[src/rtl/wb_arb_n.sv]
// N-master Wishbone arbiter/mux, fixed-priority or round-robin, grant held for the owner's whole cyc.
// Optional bus-timeout watchdog compiled in with `define WB_ARB_TIMEOUT_EN.
module wb_arb_n #(
    parameter int NUM_MASTERS    = 4,
    parameter int ADDR_W         = 32,
    parameter int DATA_W         = 32,
    parameter int ROUND_ROBIN    = 0,
    parameter int TIMEOUT_CYCLES = 255
) (
    input  logic                                sys_clk,
    input  logic                                resetcpu,
    input  logic [NUM_MASTERS-1:0]              s_cyc,
    input  logic [NUM_MASTERS-1:0]              s_stb,
    input  logic [NUM_MASTERS-1:0]              s_we,
    input  logic [NUM_MASTERS*(DATA_W/8)-1:0]   s_sel,
    input  logic [NUM_MASTERS*ADDR_W-1:0]       s_adr,
    input  logic [NUM_MASTERS*DATA_W-1:0]       s_dat_o,
    output logic [DATA_W-1:0]                   s_dat_i,
    output logic [NUM_MASTERS-1:0]              s_ack,
    output logic [NUM_MASTERS-1:0]              s_err,
    output logic                                m_cyc,
    output logic                                m_stb,
    output logic                                m_we,
    output logic [DATA_W/8-1:0]                 m_sel,
    output logic [ADDR_W-1:0]                   m_adr,
    output logic [DATA_W-1:0]                   m_dat_o,
    input  logic [DATA_W-1:0]                   m_dat_i,
    input  logic                                m_ack,
    input  logic                                m_err,
    output logic [NUM_MASTERS-1:0]              grant
);

    localparam int SEL_W = DATA_W / 8;
    localparam int IDX_W = (NUM_MASTERS > 1) ? $clog2(NUM_MASTERS) : 1;

    typedef enum logic {IDLE, OWNED} state_t;

    state_t           state;
    logic [IDX_W-1:0] own;
    logic [IDX_W-1:0] last;
    logic [IDX_W-1:0] win_idx;
    logic [IDX_W-1:0] cand;
    logic             win_found;
    logic             owner_cyc;

    // Search order starts at last+1 in round-robin mode, at 0 in fixed mode.
    always_comb begin
        win_found = 1'b0;
        win_idx   = '0;
        cand      = '0;
        for (int k = 0; k < NUM_MASTERS; k++) begin
            if (ROUND_ROBIN != 0)
                cand = IDX_W'((int'(last) + 1 + k) % NUM_MASTERS);
            else
                cand = IDX_W'(k);
            if (!win_found && s_cyc[cand]) begin
                win_found = 1'b1;
                win_idx   = cand;
            end
        end
    end

    assign owner_cyc = |(grant & s_cyc);

    always_ff @(posedge sys_clk or posedge resetcpu) begin
        if (resetcpu) begin
            state <= IDLE;
            grant <= '0;
            own   <= '0;
            last  <= IDX_W'(NUM_MASTERS - 1);
        end else begin
            case (state)
                IDLE: begin
                    if (win_found) begin
                        grant <= NUM_MASTERS'(1) << win_idx;
                        own   <= win_idx;
                        state <= OWNED;
                    end
                end
                OWNED: begin
                    if (!owner_cyc) begin
                        grant <= '0;
                        last  <= own;
                        state <= IDLE;
                    end
                end
                default: begin
                    grant <= '0;
                    state <= IDLE;
                end
            endcase
        end
    end

    // Mux driven straight off the registered grant so an async reset zeroes it at once.
    always_comb begin
        m_cyc   = 1'b0;
        m_stb   = 1'b0;
        m_we    = 1'b0;
        m_sel   = '0;
        m_adr   = '0;
        m_dat_o = '0;
        for (int i = 0; i < NUM_MASTERS; i++) begin
            if (grant[i]) begin
                m_cyc   = s_cyc[i];
                m_stb   = s_stb[i];
                m_we    = s_we[i];
                m_sel   = s_sel[i*SEL_W +: SEL_W];
                m_adr   = s_adr[i*ADDR_W +: ADDR_W];
                m_dat_o = s_dat_o[i*DATA_W +: DATA_W];
            end
        end
    end

    assign s_dat_i = m_dat_i;
    assign s_ack   = grant & {NUM_MASTERS{m_ack}};

`ifdef WB_ARB_TIMEOUT_EN
    localparam logic [15:0] WD_LIMIT = 16'(TIMEOUT_CYCLES - 1);

    logic [15:0] wd_cnt;
    logic        wd_active;
    logic        wd_fire;

    assign wd_active = m_cyc & m_stb & ~m_ack & ~m_err;
    assign wd_fire   = wd_active && (wd_cnt == WD_LIMIT);

    always_ff @(posedge sys_clk or posedge resetcpu) begin
        if (resetcpu)
            wd_cnt <= '0;
        else if (!wd_active || wd_fire)
            wd_cnt <= '0;
        else
            wd_cnt <= wd_cnt + 16'd1;
    end

    assign s_err = grant & {NUM_MASTERS{m_err | wd_fire}};
`else
    assign s_err = grant & {NUM_MASTERS{m_err}};
`endif

endmodule
[config.mk]
export PLATFORM = sky130hd
export DESIGN_NAME = wb_arb_n
export DESIGN_NICKNAME = d
export VERILOG_FILES = /design/src/rtl/wb_arb_n.sv
export SDC_FILE = /design/constraint.sdc
export NUM_CORES = 1
export LEC_CHECK = 0
export BUFFER_PORTS_ARGS = -buffer_cell sky130_fd_sc_hd__buf_2
export CAP_MARGIN = 10
export CORE_AREA = 2 2 168 170
export DETAILED_ROUTE_END_ITERATION = 10
export DIE_AREA = 0 0 170 172
export HOLD_SLACK_MARGIN = 0.02
export PLACE_DENSITY = 0.34
export SYNTH_ARGS = -nofsm -noshare
export SYNTH_HDL_FRONTEND = slang
export SYNTH_SLANG_ARGS = --single-unit
[constraint.sdc]
create_clock -name sys_clk -period 2 [get_ports sys_clk]
set_input_delay 0.2 -clock sys_clk [delete_from_list [all_inputs] [get_ports sys_clk]]
set_output_delay 0.2 -clock sys_clk [all_outputs]
set_load 0.01 [all_outputs]
==> results of run 1 <==
[repair_timing]
item	CTS	global route
hold buffers	1	0
endpoints found under the hold margin	5	0
endpoints found under the setup margin	23	39
gates cloned	0	2
buffers inserted	2	3
gates resized for setup	2	6
pin swaps	2	14
[power by group through the flow]
stage / logic (µW) / registers [µW] / clock network [µW]
2_1_floorplan: 2690 / 171 / 0
3_5_place_dp: 4150 / 202 / 0
5_1_grt: 4750 / 209 / 341
4_1_cts: 4220 / 201 / 334
3_3_place_gp: 4210 / 204 / 0
6_report: 4360 / 201 / 326
[layout by cell type, fill, tap and decap left out, drive strengths merged]
cell         instances
buf                398
nand2               72
nor2b               71
o31ai               69
a221oi              68
and2                 8
clkbuf               6
dfrtp                5
inv                  4
a32o                 4
a21oi                4
o21ai                2
a22o                 2
nor2                 2
a22oi                1
nand4                1
o41ai                1
nor3                 1
o21a                 1
a21boi               1
dlygate4sd3          1
[per-stage QoR]
stage	instances	TNS [ns]	power, µW	hold slack [ns]	setup slack [ns]
2_1_floorplan	398	0	2860	-0.0215	0.381
3_3_place_gp	1056	0	4410	0.121	0.176
3_5_place_dp	1056	0	4360	0.114	0.147
4_1_cts	1063	0	4750	0.246	0.00380
5_1_grt	1068	-0.939	5300	0.261	-0.0618
6_report	1068	0	4880	0.246	0.0166
[final cells by class]
type                    count  area (µm²)
repair buffers            401        2240
well taps                 346         433
clock buffers               4        78.8
fillers                  3165       22300
multi-input cells         308        2280
flip-flops and latches      5         136
inverters                   4        15.0
[final timing paths]
| path | cells after the start | start | endpoint | slack [ns] |
|---|---|---|---|---|
| min in group asynchronous | 3 | resetcpu | state$_DFF_PP0_ | 0.42 |
| hold / removal | 2 | s_cyc[1] | grant[1]$_DFFE_PP0P_ | 0.25 |
| setup reg to reg | 4 | grant[1]$_DFFE_PP0P_ | grant[3]$_DFFE_PP0P_ | 0.40 |
| hold reg to reg | 2 | state$_DFF_PP0_ | grant[0]$_DFFE_PP0P_ | 0.65 |
| max in group asynchronous | 3 | resetcpu | grant[1]$_DFFE_PP0P_ | 1.38 |
| setup / recovery | 5 | grant[1]$_DFFE_PP0P_ | m_dat_o[7] | 0.02 |
[state kept, by name (all words and copies together) (netlist names)]
register  flops
state         1
grant         4
[cells by family after synthesis]
| family | after synthesis | share of synthesized area [%] |
|---|---|---|
| AND/OR/NAND/NOR | 155 | 27.0 |
| AO/OA/AOI/OAI | 153 | 50.2 |
| buffers and inverters | 85 | 18.5 |
| flip-flops | 5 | 4.31 |
[metal layers]
metal / vias to the layer above / global-route usage (%)
met1: 1972 / 10.9
met5: - / 0
met4: 2 / 2.60
li1: 2132 / -
met3: 32 / 1.53
met2: 218 / 17.9
==> metrics.txt, run 1 <==
finished layout cell area 5190 µm²; clock share of power 6.7%; row count 61; gr usage total 9.43%; Final Cycle Share a little under 100%; initial antenna violation count 1; worst path cell trace nor2b_4 > buf_12 > a221oi_1 > o31ai_1 > buf_2; RSZ-0062 raised after global routing yes; Setup crit end kind primary output; first-pass GRT wire length 21800 µm; clk buf depth 2; Synth Flop Type dfrtp_1; die area about 29000 µm²; CP Class reg -> out; CTS buffer count 3; status completed; largest cells by area after synthesis nor2b_1 (15%), a221oi_1 (14%), o31ai_1 (13%); EDFF count, synth 0; CP max FO 33; final wirelength 16300 µm; io pins around 440; post-synth cell types 26; CTS root buf clkbuf_16; Die Wd 170 µm; register area share after synthesis 4.31%; cell-internal power 2510 µW; relative slew slack 53.2%; most common cell in the synthesized netlist nand2_1; RePlAce Congestion about 0.76; Worst Skew 0.000226 ns; final core utilization a little under a fifth; combinational share of power 89.2%; total number of vias roughly 4400; Least-Margin Pin Slew ~0.69 ns; Via density around 4.1; CP arrival around 1.8 ns; ys async rst share 100%; core area 27500 µm²; share of cells above drive strength 1 62.7%; Max VDD drop roughly 380 µV; hpwl dp 13200 µm; Pleak 0.00245 µW; Layout Nets between 1000 and 1500; Final ANT Viol Nets 0; Synth top area share 15.1%; Finish-stage setup viols 0; Yosys reg bits 5; pwr/cell area 941 nW/µm²; Crit path required time 1.80 ns; H-tree levels 1; IO buf count 370; highest routed layer met5; Sw Share 48.7%; Synth warnings 0; Clock Pin Slew Worst Setup and Hold Paths 0.03 ns; max incr delay on CP 0.49 ns; area delta synth->final 78.6%; per-cell routed wire length ~15 µm; worst-skew pair later-pin latency 0.23 ns; Post-synth top cells nand2_1 (72), nor2b_1 (70), o31ai_1 (49); # Max-Cap Violations 0; diodes inserted 0; Cells after Synth 398; Synth Cell Area 2910 µm²; maximum clock rate 504 MHz; P_sw 2380 µW; Sink Count 5; metal3 WL about 1100 µm; Vert. Die Dim 172 µm; Crit-path slowest cell dfrtp_4; DRT iter0 DRCs 189; worst min-delay path class in -> reg; startpoint types register; Buf+Inv Stages, Crit Path 2; grt ovf 0; Pre-antenna DRT Iters 4; WL met2 8410 µm; Final Slew Violations 0; met1 wire length 6370 µm; crit path time final 1.98 ns; Initial Util 10.6%; dpl cell area 4970 µm²; CTS tree done; Syn Area/Cell 7.30 µm²; Mapped Nets 718; largest net degree at the start of global routing 72; Fin. Hold Viols 0; vias in the first global route between 4000 and 5000; Worst path top cell family by delay flip-flops; post-synth top area cell nor2b_1; DRC Markers 0; sequential share of power 4.1%
Power figures use the tool's default switching activity.
==> run 2, diff against run 1 <==
--- a/config.mk
+++ b/config.mk
@@ -12,6 +12,7 @@
 export DIE_AREA = 0 0 170 172
 export HOLD_SLACK_MARGIN = 0.02
 export PLACE_DENSITY = 0.34
+export SETUP_SLACK_MARGIN = 0.2
 export SYNTH_ARGS = -nofsm -noshare
 export SYNTH_HDL_FRONTEND = slang
 export SYNTH_SLANG_ARGS = --single-unit
==> metrics.txt, run 2 (same netlist as run 1, synthesis figures left out) <==
hpwl dp 13200 µm (unchanged); # Max-Cap Violations 0 (unchanged); H-tree levels 1 (unchanged); Crit path required time 1.80 ns (about the same); Final Cycle Share 98.7% (-0.48 points); total number of vias 4425 (+1.6%); cell-internal power 2830 µW (+13%); io pins 435 (unchanged); Most flops, register grant; combinational share of power 90.4% (+1.2 points); non-filler cells, final 1075 (+0.66%); Pre-antenna DRT Iters 4 (unchanged); most common cell after layout, fill and taps aside buf_2; crit path time final 1.97 ns (-0.00968 ns); vias in the first global route 4168 (+3.6%); CTS root buf clkbuf_16; Hold Path Origin s_cyc[1]; diodes inserted 0 (unchanged); share of cells above drive strength 1 65.0% (+2.3 points); first-pass GRT wire length 23300 µm (+6.9%); Initial Util 10.6% (unchanged); RePlAce Congestion 0.762 (unchanged); Vert. Die Dim 172 µm (unchanged); CP Class reg -> out; CP arrival 1.77 ns (about the same); Fin. Hold Viols 0 (unchanged); per-cell routed wire length 15.8 µm (+3.5%); gr usage total 10.3% (+0.86 points); Sink Count 5 (unchanged); clk buf depth 2 (unchanged); finished layout cell area 5480 µm² (+5.6%); startpoint types register; Die Wd 170 µm (unchanged); DRC Markers 0 (unchanged); Least-Margin Pin Slew 0.676 ns (-0.0174 ns); grt ovf 0 (unchanged); Final Power 5400 µW (+11%); Via density 4.12 (+0.92%); pwr/cell area 985 nW/µm² (+4.7%); final core utilization 20.0% (+1.1 points); max FFs per register 4 (unchanged); Crit Reg-Reg Endpoint grant[3]$_DFFE_PP0P_; CP max FO 7 (-79%); CTS buffer count 3 (unchanged); Top Registers grant: 4 flops, state: 1 flops; Layout Nets 1050 (+0.67%); Final Slew Violations 0 (unchanged); status completed; Clock Pin Slew Worst Setup and Hold Paths 0.03 ns (about the same); clock share of power 6.0% (-0.7 points); worst min-delay path class in -> reg; DRT iter0 DRCs 181 (-4.2%); met1 wire length 6640 µm (+4.2%); most frequent cells in the layout buf_2 (370), nand2_1 (72), nor2b_1 (70), o31ai_1 (48), a221oi_2 (36); Worst Skew 0.000101 ns (-0.000125 ns); metal3 WL 1080 µm (-2.0%); sequential share of power 3.6% (-0.5 points); initial antenna violation count 1 (unchanged); RSZ-0062 raised after global routing yes; Setup crit end kind primary output; Hold Path End grant[1]$_DFFE_PP0P_; CTS tree done; Pleak 0.00257 µW (+5.0%); Finish-stage setup viols 0 (unchanged); area delta synth->final 88.7%; P_sw 2570 µW (+8.1%); WL met2 8840 µm (+5.1%); relative slew slack 54.3% (+1.2 points); r2r setup slk 0.38 ns (-0.02 ns); IO buf count 370 (unchanged); final wirelength 17000 µm (+4.2%); fin worst setup slack 0.0262 ns (+0.00968 ns); Fillers 3139 (-0.82%); Sw Share 47.6% (-1.1 points); FF+latch area 136 µm² (unchanged); core area 27500 µm² (unchanged); die area 29200 µm² (unchanged); Hold Path Cell Cnt 2 (unchanged); Post-Place Setup Slack 0.147 ns (unchanged); maximum clock rate 507 MHz (+0.49%); Max VDD drop 433 µV (+14%); dpl cells 1056 (unchanged); area of the multi-input gates 2410 µm² (+5.3%); worst-skew pair later-pin latency 0.23 ns (about the same); largest net degree at the start of global routing 72 (unchanged); row count 61 (unchanged); R2R cell count 4 (unchanged); Final ANT Viol Nets 0 (unchanged); highest routed layer met5; dpl cell area 4970 µm² (unchanged); FF-to-FF Start grant[1]$_DFFE_PP0P_
-- run 2: cell types whose count changed in the layout (fill, tap and decap cells not counted) --
cell	change
buf_6	+1
buf_4	-1
a221oi_1	-14
clkbuf_16	-2
a221oi_4	+3
buf_16	+5
a221oi_2	+11
buf_12	+4
-- run 2: per-layer routing --
layer	vias up	track usage, %
li1	2150	-
met1	2028	11.8
met2	215	19.7
met3	30	1.56
met4	2	2.97
met5	-	0
-- run 2: worst max-delay path, cell delays in order, from the launching register on --
cell      delay [ns]
dfrtp_4         0.50
nor2b_4         0.14
buf_12          0.15
buf_4           0.13
a221oi_1        0.07
o31ai_1         0.34
buf_2           0.22
-- run 2: power by group through the flow --
stage	Sequential [µW]	Combinational, µW	Clock, µW
finish	193	4880	326
global placement	204	4210	0
floorplan	171	2690	0
global route	199	5290	341
detailed placement	202	4150	0
CTS	193	4930	334
-- run 2: how the worst max path moves through the flow --
stage	slack, ns	depth (start not counted)	to	start
after floorplan	0.38	5	m_cyc	grant[1]$_DFFE_PP0P_
after global placement	0.18	5	m_adr[15]	grant[1]$_DFFE_PP0P_
after detailed placement	0.15	4	m_sel[3]	grant[1]$_DFFE_PP0P_
after CTS	0.05	7	m_dat_o[30]	grant[1]$_DFFE_PP0P_
after global routing	-0.04	7	m_dat_o[30]	grant[1]$_DFFE_PP0P_
final	0.03	6	m_we	grant[1]$_DFFE_PP0P_
-- run 2: cell type report --
class                      count  share of cell area [%]
clock buffer                   4                    1.44
sequential                     5                    2.49
inverter                       4                   0.274
multi-input combinational    308                    43.9
tap                          346                    7.90
timing repair buffer         408                    44.0
-- run 2: metrics by stage --
step	setup TNS (ns)	hold slack [ns]
floorplan	0	-0.0215
finish	0	0.248
detailed placement	0	0.114
CTS	0	0.246
global placement	0	0.121
global route	-0.193	0.261
-- run 2: timing repair --
action,CTS,global route
gates cloned,5,0
gates resized for setup,27,4
pin swaps,48,13
buffers inserted,8,1
hold buffers,1,0
endpoints found under the setup margin,67,70
hold endpoints to repair,5,0
